`src/rtl/rst_seq_pkg.sv`:
```
// rtl/rst_seq_pkg.sv - shared state encoding and constant helpers for the reset sequencer
package rst_seq_pkg;

  typedef enum logic [1:0] {
    S_ASSERT,
    S_RELEASE,
    S_DONE,
    S_IDLE
  } rst_seq_state_e;

  function automatic int max_int(input int a, input int b);
    return (a > b) ? a : b;
  endfunction

endpackage

```
`src/rtl/rst_seq_ctrl_if.sv`:
```
// rtl/rst_seq_ctrl_if.sv - request inputs and domain reset outputs of the reset sequencer
interface rst_seq_ctrl_if #(
  parameter int N_DOM = 3,
  parameter int N_REQ = 2
);

  logic [N_REQ-1:0] sw_req;
  logic [N_DOM-1:0] domain_rst_n;
  logic             busy;
  logic             seq_done;
  logic [N_REQ-1:0] cause;

  modport master (
    input  sw_req,
    output domain_rst_n,
    output busy,
    output seq_done,
    output cause
  );

  modport slave (
    output sw_req,
    input  domain_rst_n,
    input  busy,
    input  seq_done,
    input  cause
  );

endinterface

```
`src/rtl/rst_seq_cnt.sv`:
```
// rtl/rst_seq_cnt.sv - loadable down-counter with zero flag; saturates at zero
module rst_seq_cnt #(
  parameter int             W       = 4,
  parameter logic [W-1:0]   RST_VAL = '0
) (
  input  logic         clk,
  input  logic         reset,
  input  logic         load_i,
  input  logic [W-1:0] load_val_i,
  output logic         zero_o
);

  logic [W-1:0] cnt_q;
  logic [W-1:0] cnt_d;

  always_comb begin
    cnt_d = cnt_q;
    if (load_i) begin
      cnt_d = load_val_i;
    end else if (cnt_q != '0) begin
      cnt_d = cnt_q - W'(1);
    end
  end

  always_ff @(posedge clk) begin
    if (reset) begin
      cnt_q <= RST_VAL;
    end else begin
      cnt_q <= cnt_d;
    end
  end

  assign zero_o = (cnt_q == '0);

endmodule

```
`src/rtl/rst_seq_ctrl.sv`:
```
// rtl/rst_seq_ctrl.sv - holds all domains in reset, then releases them in index order with a fixed gap
module rst_seq_ctrl
  import rst_seq_pkg::*;
#(
  parameter int N_DOM       = 3,
  parameter int N_REQ       = 2,
  parameter int MIN_ASSERT  = 16,
  parameter int RELEASE_GAP = 4
) (
  input  logic            clk,
  input  logic            reset,
  rst_seq_ctrl_if.master  bus
);

  localparam int CNT_W = max_int(1, $clog2(max_int(MIN_ASSERT, RELEASE_GAP)));
  localparam int IDX_W = (N_DOM > 1) ? $clog2(N_DOM) : 1;

  localparam logic [CNT_W-1:0] HOLD_LD  = CNT_W'(MIN_ASSERT - 1);
  localparam logic [CNT_W-1:0] GAP_LD   = CNT_W'(RELEASE_GAP - 1);
  localparam logic [IDX_W-1:0] LAST_IDX = IDX_W'(N_DOM - 1);

  rst_seq_state_e   state_q;
  logic [IDX_W-1:0] idx_q;
  logic [IDX_W-1:0] idx_nxt;
  logic [N_DOM-1:0] dom_q;
  logic             busy_q;
  logic             done_q;
  logic [N_REQ-1:0] cause_q;
  logic [N_REQ-1:0] pend_q;
  logic [N_REQ-1:0] req;
  logic             req_any;

  logic             cnt_load;
  logic [CNT_W-1:0] cnt_val;
  logic             cnt_zero;

  // Released domains always form a contiguous run from bit 0, so a lower index never lags.
  function automatic logic [N_DOM-1:0] therm(input logic [IDX_W-1:0] k);
    logic [N_DOM-1:0] t;
    for (int i = 0; i < N_DOM; i++) begin
      t[i] = (i <= int'(k));
    end
    return t;
  endfunction

  assign req     = bus.sw_req | pend_q;
  assign req_any = |req;
  assign idx_nxt = idx_q + IDX_W'(1);

  always_comb begin
    cnt_load = 1'b0;
    cnt_val  = HOLD_LD;
    unique case (state_q)
      S_ASSERT: begin
        if (req_any) begin
          cnt_load = 1'b1;
        end else if (cnt_zero && (N_DOM > 1)) begin
          cnt_load = 1'b1;
          cnt_val  = GAP_LD;
        end
      end
      S_RELEASE: begin
        if (req_any) begin
          cnt_load = 1'b1;
        end else if (cnt_zero && (idx_nxt != LAST_IDX)) begin
          cnt_load = 1'b1;
          cnt_val  = GAP_LD;
        end
      end
      S_IDLE: begin
        cnt_load = req_any;
      end
      S_DONE: begin
        cnt_load = 1'b0;
      end
    endcase
  end

  rst_seq_cnt #(
    .W       (CNT_W),
    .RST_VAL (HOLD_LD)
  ) u_cnt (
    .clk        (clk),
    .reset      (reset),
    .load_i     (cnt_load),
    .load_val_i (cnt_val),
    .zero_o     (cnt_zero)
  );

  always_ff @(posedge clk) begin
    if (reset) begin
      state_q <= S_ASSERT;
      idx_q   <= '0;
      dom_q   <= '0;
      busy_q  <= 1'b1;
      done_q  <= 1'b0;
      cause_q <= '0;
      pend_q  <= '0;
    end else begin
      done_q <= 1'b0;
      pend_q <= '0;
      unique case (state_q)
        S_ASSERT: begin
          if (req_any) begin
            cause_q <= cause_q | req;
          end else if (cnt_zero) begin
            idx_q   <= '0;
            dom_q   <= therm('0);
            state_q <= (N_DOM == 1) ? S_DONE : S_RELEASE;
          end
        end
        S_RELEASE: begin
          if (req_any) begin
            idx_q   <= '0;
            dom_q   <= '0;
            cause_q <= cause_q | req;
            state_q <= S_ASSERT;
          end else if (cnt_zero) begin
            idx_q <= idx_nxt;
            dom_q <= therm(idx_nxt);
            if (idx_nxt == LAST_IDX) begin
              state_q <= S_DONE;
            end
          end
        end
        S_DONE: begin
          // A request arriving now is parked for one cycle and served from S_IDLE.
          done_q  <= 1'b1;
          busy_q  <= 1'b0;
          pend_q  <= bus.sw_req;
          state_q <= S_IDLE;
        end
        S_IDLE: begin
          if (req_any) begin
            dom_q   <= '0;
            busy_q  <= 1'b1;
            cause_q <= req;
            idx_q   <= '0;
            state_q <= S_ASSERT;
          end
        end
      endcase
    end
  end

  assign bus.domain_rst_n = dom_q;
  assign bus.busy         = busy_q;
  assign bus.seq_done     = done_q;
  assign bus.cause        = cause_q;

endmodule

```
`src/flat_wrapper.sv`:
```
// flat-port wrapper written by rule: the top's interface ports become plain ports
module rst_seq_ctrl_flat import rst_seq_pkg::*;
#(
  parameter int N_DOM       = 3,
  parameter int N_REQ       = 2,
  parameter int MIN_ASSERT  = 16,
  parameter int RELEASE_GAP = 4
)
  (clk, reset, bus_sw_req, bus_domain_rst_n, bus_busy, bus_seq_done, bus_cause);
  rst_seq_ctrl_if #(.N_DOM(N_DOM), .N_REQ(N_REQ)) bus_i ();
  input  logic clk;
  input  logic reset;
  input wire logic [$bits(bus_i.sw_req)-1:0] bus_sw_req;
  output wire logic [$bits(bus_i.domain_rst_n)-1:0] bus_domain_rst_n;
  output wire logic [$bits(bus_i.busy)-1:0] bus_busy;
  output wire logic [$bits(bus_i.seq_done)-1:0] bus_seq_done;
  output wire logic [$bits(bus_i.cause)-1:0] bus_cause;
  assign bus_i.sw_req = bus_sw_req;
  assign bus_domain_rst_n = bus_i.domain_rst_n;
  assign bus_busy = bus_i.busy;
  assign bus_seq_done = bus_i.seq_done;
  assign bus_cause = bus_i.cause;
  rst_seq_ctrl #(.N_DOM(N_DOM), .N_REQ(N_REQ), .MIN_ASSERT(MIN_ASSERT), .RELEASE_GAP(RELEASE_GAP)) u_core (.clk(clk), .reset(reset), .bus(bus_i));
endmodule
```
`config.mk`:
```
export PLATFORM = sky130hd
export DESIGN_NAME = rst_seq_ctrl_flat
export DESIGN_NICKNAME = d
export VERILOG_FILES = /design/src/rtl/rst_seq_pkg.sv /design/src/rtl/rst_seq_ctrl_if.sv /design/src/rtl/rst_seq_cnt.sv /design/src/rtl/rst_seq_ctrl.sv /design/src/flat_wrapper.sv
export SDC_FILE = /design/constraint.sdc
export NUM_CORES = 1
export LEC_CHECK = 0
export ABC_AREA = 1
export CORE_MARGIN = 1
export CORE_UTILIZATION = 52
export CTS_CLUSTER_DIAMETER = 200
export DETAILED_ROUTE_END_ITERATION = 12
export HOLD_SLACK_MARGIN = 0.05
export PLACE_DENSITY = 0.76
export SLEW_MARGIN = 20
export SYNTH_ARGS = -nofsm -noshare
export SYNTH_HDL_FRONTEND = slang
export SYNTH_HIERARCHICAL = 1
export SYNTH_SLANG_ARGS = --single-unit
export TNS_END_PERCENT = 50
```
`constraint.sdc`:
```
create_clock -name clk -period 1.8 [get_ports clk]
set_input_delay 0.54 -clock clk [delete_from_list [all_inputs] [get_ports clk]]
set_output_delay 0.54 -clock clk [all_outputs]
set_load 0.03 [all_outputs]
```
Word-level counts from Yosys, hierarchy flattened
Cells that the tools add are included.
- input port bits: 4
- logic and storage cells: 77
- flip-flop bits (word level): 17
- equal/unequal tests: 11
- $lt $le $gt $ge: 2
- muxes and demuxes: 36
- bitwise logic cells: 3
- $add $sub $neg: 2
- reduce and logical (&&, ||, !) cells: 15
- operators by type and width (cell ; number):
    two-way mux 2 bit ; 12
    two-way mux 4 bit ; 6
    two-way mux 3 bit ; 5
    AND reduction 5 bit ; 2
    one-hot mux 3 bit (3 select lines) ; 1
    one-hot mux 2 bit (4 select lines) ; 1
    one-hot mux 4 bit (2 select lines) ; 1
    == test 2 bit (second input constant) ; 3
    two-way mux 1 bit ; 6
    inequality test 2 x 1 -> 1 bit (second input constant) ; 3
    inequality test 3 x 1 -> 1 bit (second input constant) ; 2
    one-hot mux 2 bit (3 select lines) ; 1
    nonzero test 2 bit ; 3
    OR reduction 2 bit ; 3
    zero test 4 bit ; 1
    inequality test 2 bit (second input constant) ; 2
    OR 2 bit ; 2
    one-hot mux 1 bit (4 select lines) ; 1
    one-hot mux 2 bit (2 select lines) ; 1
    nonzero test 4 bit ; 1
    subtractor 4 x 1 -> 4 bit (second input constant) ; 1
    AND reduction 3 bit ; 1
    nonzero test 3 bit ; 1
    adder 2 x 1 -> 2 bit (second input constant) ; 1
    other kinds (8) ; 8

Logic depth before layout (Yosys ltp)
- depth in word-level cells: 7
- mapped depth: 13
- depth with buffers taken out: 13

Cells and area by module
Netlist, hierarchy kept.
- modules (own cells, without submodules) (module ; area an instance (um2) ; cells each ; times used):
    rst_seq_ctrl ; 583.1 ; 79 ; 1
    rst_seq_cnt ; 237.7 ; 35 ; 1

Worst setup path before layout
OpenSTA, ideal clock, no wires.
- path type: register -> register
- start: register u_core.u_cnt.cnt_q[0]
- end: register u_core.u_cnt.cnt_q[1]
- stages on the path, launching flop included: 13
- buffers on the path: 0
- slack: 207 ps
- data arrival time: 1470 ps
- cell sequence: dfxtp_1 > inv_1 > ha_1 > nand2_2 > inv_1 > inv_1 > nor2_1 > nand2_1 > nand3_1 > inv_2 > nand3_1 > nand2_1 > nand3b_1
- cells in the longest elaborated chain, start to end: 6
- ends and longest elaborated chain (item ; RTL line ; text):
    start, declared ; rst_seq_cnt.sv:13 ; logic [W-1:0] cnt_q;
    start signal, assigned ; rst_seq_cnt.sv:29 ; cnt_q <= cnt_d;
    zero test 4 bit (*) ; rst_seq_cnt.sv:33 ; assign zero_o = (cnt_q == '0);
    net u_core.cnt_zero ; rst_seq_ctrl.sv:35 ; logic cnt_zero;
    logical AND 1 bit ; rst_seq_ctrl.sv:65 ; end else if (cnt_zero && (idx_nxt != LAST_IDX)) begin
    two-way mux 1 bit ; rst_seq_ctrl.sv:65 ;
    two-way mux 1 bit ; rst_seq_ctrl.sv:63 ; if (req_any) begin
    one-hot mux 1 bit (4 select lines) (*) ; rst_seq_ctrl.sv:53 ; unique case (state_q)
    net u_core.cnt_load ; rst_seq_ctrl.sv:33 ; logic cnt_load;
    two-way mux 4 bit / nonzero test 2 bit (equally long branches) ; -- ;
The timed path passes the listed nets; every way through them passes the cells marked *. The select of a mux whose other input is x is not followed.
A chain may end at the register's enable or synchronous reset.

Worst setup path in the final report
Same ends and word-level chain as after synthesis.

==> summary.json <==
{
  "run_status": {"value": "finished clean"},
  "fin_crit_sh": {"value": 0.921},
  "cp_cell_sequence": {"value": "inv_1 -> ha_1 -> nand2_2 -> inv_1 -> inv_1 -> nor2_1 -> nand2_1 -> nand3_4 -> inv_2 -> nand3_1 -> nand2_1 -> nand3b_1"},
  "drt_drc_violations_left": {"value": 0},
  "h-tree-depth": {"value": 1},
  "drv_slew": {"value": 0},
  "cellPowerDensity": {"value": 649, "unit": "nW/µm²"},
  "syn_area": {"value": 821, "unit": "µm²"},
  "vias_post_dr": {"value": 758},
  "antenna_violations_before_repair": {"value": 0},
  "cp.required": {"value": 1.98, "unit": "ns"},
  "dpl_worst_slack": {"value": -0.0906, "unit": "ns"},
  "final_setup_slack_of_the_worst_path": {"value": 0.142, "unit": "ns"},
  "yosys_warnings": {"value": 6},
  "row_count": {"value": 13},
  "cts_made_buffers": {"value": 3},
  "synth-async-reset-ratio": {"value": 0},
  "route.detailed.wl_per_inst": {"value": 10.5, "unit": "µm"},
  "timing.max_cap.violations": {"value": 0},
  "yosys.cell_count.top_type": {"value": "sky130_fd_sc_hd__nand2_1"},
  "floorplan.core_area": {"value": 1380, "unit": "µm²"},
  "number_of_synthesized_flops_with_an_enable_pin": {"value": 0},
  "fin_worst_skew": {"value": 0.00231, "unit": "ns"},
  "fin_worst_hold_slack": {"value": 0.465, "unit": "ns"},
  "syn2layout_area_growth": {"value": 24.5, "unit": "%"},
  "die_w": {"value": 41.7, "unit": "µm"},
  "dp_hpwl": {"value": 1.19, "unit": "mm"},
  "worst_path_largest_cell_delay": {"value": 0.34, "unit": "ns"},
  "initial_utilization": {"value": 0.594},
  "globalRouteOverflowTotal": {"value": 0},
  "global_route_wire_length_before_repair": {"value": 2.61, "unit": "mm"},
  "number_of_global_route_vias_before_repair": {"value": 673},
  "net_switching_power": {"value": 0.000162, "unit": "W"},
  "clk_root_buffer_cell": {"value": "sky130_fd_sc_hd__clkbuf_4"},
  "finalWorstPathRequiredPeriod": {"value": 1.66, "unit": "ns"},
  "grt_setup_unrepaired": {"value": "false"},
  "static-leakage-power": {"value": 0.491, "unit": "nW"},
  "clock_insertion_delay_worst_skew": {"value": 0.28, "unit": "ns"},
  "synth_sequential_area_ratio": {"value": 0.415},
  "post_synth_inst_count": {"value": 114},
  "final_weighted_congestion_in_routability_driven_placement": {"value": 0.820},
  "cts-hold-fix-buffers": {"value": 0},
  "drt-pass1-iter-count": {"value": 4},
  "timing.hold.worst.class": {"value": "flip-flop to flip-flop"},
  "path_common_cell": {"value": "sky130_fd_sc_hd__inv_1"},
  "setup.worst_path.class": {"value": "flip-flop to flip-flop"},
  "timing.critical_path.fanout_max": {"value": 6},
  "synth.top_cell.area_share": {"value": 0.415},
  "power_share_of_the_combinational_group": {"value": 0.109},
  "drt-initial-drc-count": {"value": 18},
  "synth_top_flop_cell": {"value": "sky130_fd_sc_hd__dfxtp_1"},
  "synth.avg_cell_area": {"value": 7.20, "unit": "µm²"},
  "power_frac_clock": {"value": 0.304},
  "drive_gt1_frac": {"value": 0.178},
  "synth_top_cell_by_area": {"value": "sky130_fd_sc_hd__dfxtp_1"},
  "yosys_register_bits": {"value": 17},
  "placement.io_buffers": {"value": 10},
  "crit_arrival": {"value": 1.84, "unit": "ns"},
  "clk_transition_reported_paths": {"value": 0.10, "unit": "ns"},
  "number_of_distinct_standard_cells_referenced_by_the_synthesized_netlist": {"value": 21},
  "fmax": {"value": 0.603, "unit": "GHz"},
  "power.internal": {"value": 0.000501, "unit": "W"},
  "die_area": {"value": 1740, "unit": "µm²"},
  "pin_count": {"value": 11},
  "worstSetupStartpointType": {"value": "flip-flop"},
  "drt-total-wl": {"value": 1.58, "unit": "mm"},
  "tritoncts": {"value": "done"},
  "post_cts_setup_buffer_count": {"value": 0},
  "grt_max_degree": {"value": 10},
  "layout.nets": {"value": 143},
  "timing.setup.tns": {"value": 0, "unit": "ns"},
  "grtUsageTotal": {"value": 0.189},
  "cts-root-to-sink-buffers": {"value": 2},
  "ys_top_cells_by_count": {"value": "sky130_fd_sc_hd__nand2_1, sky130_fd_sc_hd__dfxtp_1, sky130_fd_sc_hd__a21oi_1, sky130_fd_sc_hd__inv_1, sky130_fd_sc_hd__nand3_1"},
  "synth_top_cells_by_area": {"value": "sky130_fd_sc_hd__dfxtp_1, sky130_fd_sc_hd__nand2_1, sky130_fd_sc_hd__a21oi_1"},
  "cp-end-kind": {"value": "flip-flop"},
  "viasPerCell": {"value": 5.05},
  "seqPwrFrac": {"value": 0.587},
  "cpMaxStageDelayCell": {"value": "sky130_fd_sc_hd__dfxtp_1"},
  "worst_ir_drop_vdd": {"value": 0.000553, "unit": "V"},
  "timing_hold_violations_final": {"value": 0},
  "fp.dieH": {"value": 41.7, "unit": "µm"},
  "clock-sinks": {"value": 17},
  "ant_nets": {"value": 0},
  "swShare": {"value": 0.245},
  "setup_violations": {"value": 0},
  "count_of_inserted_antenna_diode_cells": {"value": 0}
}
-- cells in the final DEF, fill, tap and decap left out, types with 3 or more instances in the layout --
| cell | instances |
|---|---|
| sky130_fd_sc_hd__nand4_1 | 3 |
| sky130_fd_sc_hd__ha_1 | 3 |
| sky130_fd_sc_hd__nor2_2 | 3 |
| sky130_fd_sc_hd__dfxtp_1 | 17 |
| sky130_fd_sc_hd__a21oi_1 | 12 |
| sky130_fd_sc_hd__buf_4 | 7 |
| sky130_fd_sc_hd__nand2_1 | 27 |
| sky130_fd_sc_hd__inv_1 | 12 |
| sky130_fd_sc_hd__nor2_1 | 7 |
| sky130_fd_sc_hd__clkdlybuf4s50_1 | 3 |
| sky130_fd_sc_hd__dlygate4sd2_1 | 7 |
| sky130_fd_sc_hd__clkbuf_4 | 3 |
| sky130_fd_sc_hd__inv_2 | 4 |
| sky130_fd_sc_hd__nand3_1 | 10 |
| sky130_fd_sc_hd__nand2_2 | 4 |
-- stage by stage --
step / power [W] / instances / util / instance area (µm²)
2_1_floorplan: 0.000438 / 115 / - / 825
3_3_place_gp: 0.000469 / 146 / 0.718 / 992
3_5_place_dp: 0.000470 / 146 / 0.718 / 992
4_1_cts: 0.000670 / 150 / 0.730 / 1010
5_1_grt: 0.000695 / 150 / 0.739 / 1020
6_report: 0.000664 / 150 / 0.739 / 1020
-- worst max-delay path, delay by kind of cell (launching register included) --
family,cells,cell delay (ns)
fa+ha+maj,1,0.22
buf+inv,4,0.36
flops,1,0.34
simple gates,7,0.62
-- kinds of logic after synthesis --
kind of cell | share of synthesized area
DFF | 0.415
other | 0.00457
and+or+nand+nor | 0.352
buffers and inverters | 0.0777
xor gates and xnor gates | 0.0107
AOI/OAI and AO/OA | 0.0945
adders and majority gates | 0.0457
-- final timing paths --
kind,end,cells past startpoint,slack [ns],startpoint
max,u_core/u_cnt/cnt_q[1],12,0.14,u_core/u_cnt/cnt_q[0]
min,u_core/bus.domain_rst_n[0],2,0.46,u_core/bus.domain_rst_n[0]
max reg2reg,u_core/u_cnt/cnt_q[1],12,0.14,u_core/u_cnt/cnt_q[0]
min reg2reg,u_core/bus.domain_rst_n[0],2,0.46,u_core/bus.domain_rst_n[0]
-- power by group through the flow --
stage | logic [W] | registers [W] | clock network, W
2_1_floorplan | 0.0000346 | 0.000404 | 0
3_3_place_gp | 0.0000704 | 0.000398 | 0
3_5_place_dp | 0.0000713 | 0.000398 | 0
4_1_cts | 0.0000696 | 0.000390 | 0.000211
5_1_grt | 0.0000791 | 0.000391 | 0.000225
6_report | 0.0000722 | 0.000390 | 0.000202
-- state kept, by name, summed over array words and instances (netlist names), named ones only --
signal / flops
u_core/bus.domain_rst_n: 3
u_core/bus.busy: 1
u_core/bus.seq_done: 1
u_core/idx_q: 2
u_core/u_cnt/cnt_q: 4
u_core/bus.cause: 2
u_core/state_q: 1
u_core/pend_q: 2
-- routing by layer --
layer / up-vias / share of wire / track usage
li1: 405 / - / -
met1: 337 / 0.51 / 0.242
met2: 14 / 0.44 / 0.309
met3: 2 / 0.047 / 0.0261
met4: 0 / 0.0038 / 0.0903
met5: - / 0 / 0
-- layout make-up --
type,instances,area (µm²)
multi-input cells,81,433
flip-flops and latches,17,340
repair buffers,17,144
clock buffers,4,26.3
well taps,15,18.8
inverters,16,60.1
fillers,109,360
-- repair_timing --
item,CTS,global route
endpoints found under the setup margin,7,4
hold endpoints to repair,0,0
gates resized for setup,7,2
No activity file was read; power rests on OpenSTA's default activity.
